`config.mk`:
```
export PLATFORM = sky130hd
export DESIGN_NAME = frankie_mc_control
export DESIGN_NICKNAME = d
export VERILOG_FILES = /design/src/rtl/frankie_ctrl_pkg.sv /design/src/rtl/frankie_mem_watchdog.sv /design/src/rtl/frankie_mc_control.sv
export SDC_FILE = /design/constraint.sdc
export NUM_CORES = 1
export LEC_CHECK = 0
export ABC_AREA = 0
export BUFFER_PORTS_ARGS = -buffer_cell sky130_fd_sc_hd__clkbuf_2
export CAP_MARGIN = 30
export CORE_ASPECT_RATIO = 1.4
export CORE_MARGIN = 2
export CORE_UTILIZATION = 30
export CTS_CLUSTER_SIZE = 30
export DETAILED_ROUTE_END_ITERATION = 8
export SLEW_MARGIN = 10
export SYNTH_ARGS = -nofsm -noshare
export SYNTH_HDL_FRONTEND = slang
export SYNTH_SLANG_ARGS = --single-unit
```
`constraint.sdc`:
```
create_clock -name clock -period 5.4 [get_ports clock]
set_clock_uncertainty 0.1 [all_clocks]
set_input_delay 1.62 -clock clock [delete_from_list [all_inputs] [get_ports clock]]
set_output_delay 1.62 -clock clock [all_outputs]
set_load 0.01 [all_outputs]
```
`src/rtl/frankie_ctrl_pkg.sv`:
```
// frankie_ctrl_pkg: shared state, opcode and select encodings for the Frankie multicycle control
package frankie_ctrl_pkg;
  typedef enum logic [2:0] {S_FETCH, S_DECODE, S_EXEC, S_MEM, S_HALT, S_ERROR} state_t;
  localparam logic [4:0] OP_ALU_LAST  = 5'h0D;
  localparam logic [4:0] OP_CMP_FIRST = 5'h0E;
  localparam logic [4:0] OP_CMP_LAST  = 5'h0F;
  localparam logic [4:0] OP_LOAD      = 5'h10;
  localparam logic [4:0] OP_STORE     = 5'h11;
  localparam logic [4:0] OP_BRANCH    = 5'h12;
  localparam logic [4:0] OP_JUMP      = 5'h13;
  localparam logic [4:0] OP_JAL       = 5'h14;
  localparam logic [4:0] OP_PUSH      = 5'h15;
  localparam logic [4:0] OP_POP       = 5'h16;
  localparam logic [4:0] OP_RET       = 5'h17;
  localparam logic [4:0] OP_HALT      = 5'h1F;
  localparam logic [1:0] MS_PC  = 2'd0;
  localparam logic [1:0] MS_ALU = 2'd1;
  localparam logic [1:0] MS_SP  = 2'd2;
  localparam logic [1:0] MS_SP1 = 2'd3;
  localparam logic [1:0] PS_INC = 2'd0;
  localparam logic [1:0] PS_BR  = 2'd1;
  localparam logic [1:0] PS_JMP = 2'd2;
  localparam logic [1:0] PS_RA  = 2'd3;
  function automatic logic is_mem_op(input logic [4:0] op);
    return op == OP_LOAD || op == OP_STORE || op == OP_PUSH || op == OP_POP;
  endfunction
  function automatic logic is_legal(input logic [4:0] op);
    return op <= OP_RET || op == OP_HALT;
  endfunction
endpackage

```
`src/rtl/frankie_mem_watchdog.sv`:
```
// frankie_mem_watchdog: counts memory wait cycles and flags a timeout
module frankie_mem_watchdog #(
  parameter int TIMEOUT = 15
) (
  input  logic clk,
  input  logic rst,
  input  logic active,
  input  logic ready,
  input  logic clear,
  output logic expired
);
  logic [7:0] cnt_q, cnt_d;
  // a completed handshake or a state change restarts the count
  always_comb cnt_d = (clear || ready) ? '0 : active ? cnt_q + 8'd1 : cnt_q;
  // wait counter register
  always_ff @(posedge clk) cnt_q <= rst ? '0 : cnt_d;
  assign expired = active && !ready && cnt_q == 8'(TIMEOUT);
endmodule

```
`src/rtl/frankie_mc_control.sv`:
```
// frankie_mc_control: multicycle control sequencer; FRANKIE_PERF_CNT_EN adds cycle/retired counters
module frankie_mc_control
  import frankie_ctrl_pkg::*;
#(
  parameter int INST_W      = 16,
  parameter int OPCODE_W    = 5,
  parameter int OPCODE_LSB  = 10,
  parameter int MEM_TIMEOUT = 15
) (
  input  logic              clock,
  input  logic              reset,
  input  logic [INST_W-1:0] inst,
  input  logic              comp_true,
  input  logic              mem_ready,
  output logic              mem_req,
  output logic              mem_write,
  output logic [1:0]        mem_src,
  output logic              inst_write,
  output logic              pc_write,
  output logic [1:0]        pc_src,
  output logic              sp_write,
  output logic              sp_src,
  output logic              mary_write,
  output logic              comp_write,
  output logic              ra_write,
  output logic [3:0]        alu_op,
  output logic              src_b,
  output logic              halted,
  output logic              illegal,
  output logic              mem_error
`ifdef FRANKIE_PERF_CNT_EN
  ,
  output logic [31:0]       cycle_cnt,
  output logic [31:0]       retired_cnt
`endif
);
  state_t state_q, state_d;
  logic [4:0] op_q, op_d;
  logic flag_q, flag_d, bad_q, bad_d, illegal_q, illegal_d, mem_error_q, mem_error_d;
  logic expired, wd_active, wd_clear, flag_in, unused_inst;
  logic [OPCODE_W-1:0] op_raw;
  assign op_raw      = inst[OPCODE_LSB +: OPCODE_W];
  assign flag_in     = inst[OPCODE_LSB+OPCODE_W];
  assign unused_inst = ^inst;
  assign wd_active   = state_q == S_FETCH || state_q == S_MEM;
  assign wd_clear    = state_d != state_q;
  frankie_mem_watchdog #(.TIMEOUT(MEM_TIMEOUT)) u_wd (
    .clk(clock), .rst(reset), .active(wd_active), .ready(mem_ready), .clear(wd_clear), .expired(expired)
  );
  // next state; opcode is classified once in DECODE and held through EXEC/MEM
  always_comb begin
    state_d     = state_q;
    op_d        = op_q;
    flag_d      = flag_q;
    bad_d       = bad_q;
    illegal_d   = illegal_q;
    mem_error_d = mem_error_q | expired;
    case (state_q)
      S_FETCH:  state_d = mem_ready ? S_DECODE : expired ? S_ERROR : S_FETCH;
      S_DECODE: begin
        op_d    = op_raw[4:0];
        flag_d  = flag_in;
        bad_d   = !is_legal(op_raw[4:0]) || (op_raw >> 5) != '0;
        state_d = S_EXEC;
      end
      S_EXEC: begin
        illegal_d = illegal_q | bad_q;
        state_d   = (bad_q || op_q == OP_HALT) ? S_HALT : is_mem_op(op_q) ? S_MEM : S_FETCH;
      end
      S_MEM:    state_d = mem_ready ? S_FETCH : expired ? S_ERROR : S_MEM;
      default:  state_d = state_q;
    endcase
  end
  // sequencer state and sticky status
  always_ff @(posedge clock) begin
    if (reset) begin
      state_q     <= S_FETCH;
      op_q        <= '0;
      flag_q      <= 1'b0;
      bad_q       <= 1'b0;
      illegal_q   <= 1'b0;
      mem_error_q <= 1'b0;
    end else begin
      state_q     <= state_d;
      op_q        <= op_d;
      flag_q      <= flag_d;
      bad_q       <= bad_d;
      illegal_q   <= illegal_d;
      mem_error_q <= mem_error_d;
    end
  end
  // datapath controls decoded from state; everything is held low while reset is asserted
  always_comb begin
    mem_req    = 1'b0;
    mem_write  = 1'b0;
    mem_src    = MS_PC;
    inst_write = 1'b0;
    pc_write   = 1'b0;
    pc_src     = PS_INC;
    sp_write   = 1'b0;
    sp_src     = 1'b0;
    mary_write = 1'b0;
    comp_write = 1'b0;
    ra_write   = 1'b0;
    alu_op     = '0;
    src_b      = 1'b0;
    halted     = 1'b0;
    illegal    = illegal_q & ~reset;
    mem_error  = mem_error_q & ~reset;
    if (!reset) begin
      case (state_q)
        S_FETCH: begin
          mem_req    = 1'b1;
          inst_write = mem_ready;
          pc_write   = mem_ready;
        end
        S_EXEC: if (!bad_q) begin
          alu_op     = op_q <= OP_CMP_LAST ? op_q[3:0] : '0;
          src_b      = op_q <= OP_CMP_LAST ? flag_q : 1'b0;
          mary_write = op_q <= OP_ALU_LAST;
          comp_write = op_q >= OP_CMP_FIRST && op_q <= OP_CMP_LAST;
          ra_write   = op_q == OP_JAL;
          pc_src     = op_q == OP_BRANCH ? PS_BR : (op_q == OP_JUMP || op_q == OP_JAL) ? PS_JMP :
                       op_q == OP_RET ? PS_RA : PS_INC;
          pc_write   = (op_q == OP_BRANCH && comp_true) || op_q == OP_JUMP || op_q == OP_JAL || op_q == OP_RET;
        end
        S_MEM: begin
          mem_req    = 1'b1;
          mem_write  = op_q == OP_STORE || op_q == OP_PUSH;
          mem_src    = op_q == OP_PUSH ? MS_SP : op_q == OP_POP ? MS_SP1 : MS_ALU;
          mary_write = mem_ready && (op_q == OP_LOAD || op_q == OP_POP);
          sp_write   = mem_ready && (op_q == OP_PUSH || op_q == OP_POP);
          sp_src     = mem_ready && op_q == OP_POP;
        end
        S_HALT, S_ERROR: halted = 1'b1;
        default: halted = 1'b0;
      endcase
    end
  end
`ifdef FRANKIE_PERF_CNT_EN
  logic [31:0] cycle_cnt_q, cycle_cnt_d, retired_cnt_q, retired_cnt_d;
  // running cycles and instructions retired back into FETCH
  always_comb begin
    cycle_cnt_d   = cycle_cnt_q + ((state_q != S_HALT && state_q != S_ERROR) ? 32'd1 : 32'd0);
    retired_cnt_d = retired_cnt_q + ((state_d == S_FETCH && (state_q == S_EXEC || state_q == S_MEM)) ? 32'd1 : 32'd0);
  end
  // performance counter registers
  always_ff @(posedge clock) begin
    cycle_cnt_q   <= reset ? '0 : cycle_cnt_d;
    retired_cnt_q <= reset ? '0 : retired_cnt_d;
  end
  assign cycle_cnt   = cycle_cnt_q;
  assign retired_cnt = retired_cnt_q;
`endif
endmodule

```
==> metrics.md <==
| Metric | Value |
|---|---|
| Met2 demand-to-capacity share in global routing | 19.7% |
| Maximum clock rate | 0.214 GHz |
| Commonest cells after routing, fill and taps aside | sky130_fd_sc_hd__clkbuf_2 (30), sky130_fd_sc_hd__nor2_1 (26), sky130_fd_sc_hd__dfxtp_1 (20) |
| CP delay by family, top | simple AND/OR/NAND/NOR gates |
| Shortest clock period the worst path allows after layout | roughly 4700 ps |
| Number of hold buffers added after cts | 0 |
| Launch instance of the worst register-to-register path | state_q[1]$_SDFF_PP0_ |
| Library cell contributing the largest single delay on the critical path | sky130_fd_sc_hd__nand4bb_1 |
| Setup repair after global routing missed its margin | false |
| Antenna violations before repair | 0 |
| Tot GR Track Use | between 10 and 15% |
| Net switching power | about 85 uW |
| Final Slew Violations | 0 |
| Switching portion of total power | a little under a quarter |
| Endpoint class of the critical path | output pin |
| Die area | approximately 4800 um^2 |
| Starting utilization of the core area | 31.7% |
| Peak VDD IR | 0.188 mV |
| Final Wtd Congestion | roughly 0.77 |
| Post-route DRC | 3 |
| Synth unique cells | 44 |
| Area growth from synthesis to layout | 18.0% |
| Post-cts gate resize count | 0 |
| Slew headroom | 66.5% |
| Insertion delay to the later sink of the worst-skew pair | roughly 260 ps |
| Max FO, Critical Path | 16 |
| Proportion of register bits with asynchronous set or reset after synthesis | 0% |
| Post-CTS Repair Setup Buffers | 0 |
| Buf/Inv on CP | 2 |
| Sequential group share of total power | 45.6% |
| Worst-margin pin slew | 501 ps |
| Cells along the critical path | clkbuf_2, nand4bb_1, nor3b_1, a41oi_1, nor2_1, clkbuf_2 |
| Fraction of layout instances using a drive strength above 1 | 25.4% |
| DR iter-0 viols | 25 |
| Final routed wire length divided by cell count | 12.2 um |
| Crit share post-route | between 80 and 90% |
| CTS sink cnt | 20 |
| First-pass GRT wire length | 4490 um |
| Number of instances in the synthesized netlist | 150 |
| Final cell area excluding filler cells | roughly 1500 um^2 |
| Setup Total Neg Slack | 0 ps |
| Arrival time at the worst endpoint | between 2000 and 3000 ps |
| Comb power frac | 12.2% |
| Vias in the first global route | 971 |
| Register-to-Register Setup Slack | 3730 ps |
| Overall Power | 355 uW |
| Root buffer selected by CTS | sky130_fd_sc_hd__clkbuf_8 |
| Depth of the most critical reg-to-reg path | 4 |
| Setup Viol. Count Final | 0 |
| Leakage power | 0.000596 uW |
| Filler Cell Count | between 400 and 500 |
| Number of synthesized flops with an enable pin | 0 |
| CTS tree | yes |
| Sum of routed wire length over all layers | 2670 um |
| Dominant register cell in the synthesized netlist | sky130_fd_sc_hd__dfxtp_1 |
| # nets final | just under 200 |
| Post-Synthesis Mean Instance Area | 8.42 um^2 |
| Share of total power in the clock network | 42.2% |
| DRT Pass-1 Iters | 6 |
| Post-synthesis instance area | 1260 um^2 |
| IO buf count | 30 |
| Number of diodes | 0 |
| Horizontal extent of the die | about 59 um |
| Cell Rows | 27 |
| WHS Endpoint | illegal_q$_SDFFE_PP0N_ |
| Count of boundary I/O pins | 41 |
| Clock input transition at the sequential cells of the worst setup and hold paths | 80 ps |
| Worst min-delay path startpoint | illegal_q$_SDFFE_PP0N_ |
| Half-perimeter wire length of the detailed placement result | slightly above 2000 um |
| GR met3 Demand/Resource | 1.91% |
| Total of max-cap violations | 0 |
| Area inside the core boundary | 3990 um^2 |
| Critical setup path kind | input port to output pin |
| Routed Antenna Nets | 0 |
| Required time worst endpoint | 3680 ps |
| Register area share after synthesis | approximately a third |
| Hold-critical path depth | 2 |
| Type of element launching the critical path | input port |
| PwrDens | 238 nW/um^2 |
| Violations in the final reports | DRC |
| Cell internal pwr | 270 uW |
| Dominant cell type by count on the critical path | sky130_fd_sc_hd__clkbuf_2 |
| Met1 global-route usage | 16.0% |
| Status | complete, but fails checks |
| Instance area at placement | 1420 um^2 |
| Most Crowded Layer GR | met2 |
| Die span in y | 80.8 um |
| Max H-tree Level | 1 |
| Maximum number of pins on one net before global-route repair | 17 |
| Register bit total from synthesis | 20 |
| Number of vias in the routed layout | 1089 |
| Grt total ovfl | 0 |
| Leading cell type in the layout, fill and taps excluded | sky130_fd_sc_hd__clkbuf_2 |
| Worst path max stage delay | approximately 350 ps |
| Count of endpoints failing hold in the final timing report | 0 |
| Number of synthesis warnings | 0 |
| Via density per instance | 4.95 |
| Max clock buf depth | 2 |
| Mapped Nets | approximately 170 |
| Type of the worst min-delay path | flip-flop to flip-flop |
| Endpoint of the worst register-to-register path | u_wd.cnt_q[2]$_SDFFE_PP0N_ |
| Number of buffers created by CTS | 3 |
-- power groups by stage --
stage	Sequential (uW)	Combinational, uW	Clock [uW]
after floorplan	159	38.5	0
after global placement	165	43.1	0
after detailed placement	165	43.5	0
after CTS	162	43.7	153
after global routing	163	48.2	158
final	162	43.2	150
-- worst max path at each step --
stage	cells after the start	slack (ps)	startpoint	end
global placement	6	720	reset	mary_write
floorplan	3	1220	reset	sp_src
finish	6	720	reset	mary_write
CTS	6	700	reset	mary_write
detailed placement	6	710	reset	mary_write
global route	5	610	reset	sp_src
-- cell families after synthesis --
kind of cell	Yosys count	share of synthesized area (%)
flops	20	31.7
simple gates	79	37.1
buf+inv	12	5.25
fa+ha+maj	1	0.991
xor+xnor	11	9.12
compound gates	21	11.1
mux	6	4.76
-- through the flow --
step           worst slack [ps]  hold WS, ps  instances  utilization, %
2_1_floorplan              1220          332        150               -
3_3_place_gp                716          345        216            35.6
3_5_place_dp                707          359        216            35.6
4_1_cts                     702          381        220            37.4
5_1_grt                     613          405        220            37.4
6_report                    723          375        220            37.4
-- registers in the layout, summed over array words and instances (netlist names) --
name,flops
bad_q,1
state_q,3
u_wd.cnt_q,8
mem_error_q,1
op_q,5
illegal_q,1
flag_q,1
-- synth_stat cells (3+ instances only) --
master | instances | area [um^2]
sky130_fd_sc_hd__nor2_1 | 26 | 97.6
sky130_fd_sc_hd__dfxtp_1 | 20 | 400
sky130_fd_sc_hd__nand2_1 | 12 | 45.0
sky130_fd_sc_hd__xnor2_1 | 8 | 70.1
sky130_fd_sc_hd__a21oi_1 | 6 | 30.0
sky130_fd_sc_hd__mux2i_1 | 6 | 60.1
sky130_fd_sc_hd__nor3_1 | 6 | 30.0
sky130_fd_sc_hd__and2_1 | 5 | 31.3
sky130_fd_sc_hd__inv_1 | 5 | 18.8
sky130_fd_sc_hd__a31oi_1 | 4 | 25.0
sky130_fd_sc_hd__nand3_1 | 4 | 20.0
sky130_fd_sc_hd__o21ai_0 | 4 | 20.0
sky130_fd_sc_hd__and3_1 | 3 | 18.8
sky130_fd_sc_hd__nor2b_1 | 3 | 18.8
sky130_fd_sc_hd__nor3b_1 | 3 | 22.5
-- per-layer routing --
layer,wire (um),up-vias
met1,1240,493
met4,22,0
met5,0,-
met2,1290,25
met3,123,2
li1,-,569
-- worst min-delay path: cells and delay by family (launching register included) --
| family | cells | cell delay, ps |
|---|---|---|
| flops | 1 | 330 |
| simple gates | 2 | 110 |
-- area by class of cell --
| cell class | instances | area, um^2 | share of cell area [%] |
|---|---|---|---|
| multi-input combinational | 118 | 796 | 53.4 |
| sequential | 20 | 400 | 26.9 |
| timing repair buffer | 30 | 150 | 10.1 |
| tap | 43 | 53.8 | 3.61 |
| clock buffer | 3 | 41.3 | 2.77 |
| clock inverter | 1 | 30.0 | 2.02 |
| inverter | 5 | 18.8 | 1.26 |
(Power assumes the default switching activity.)
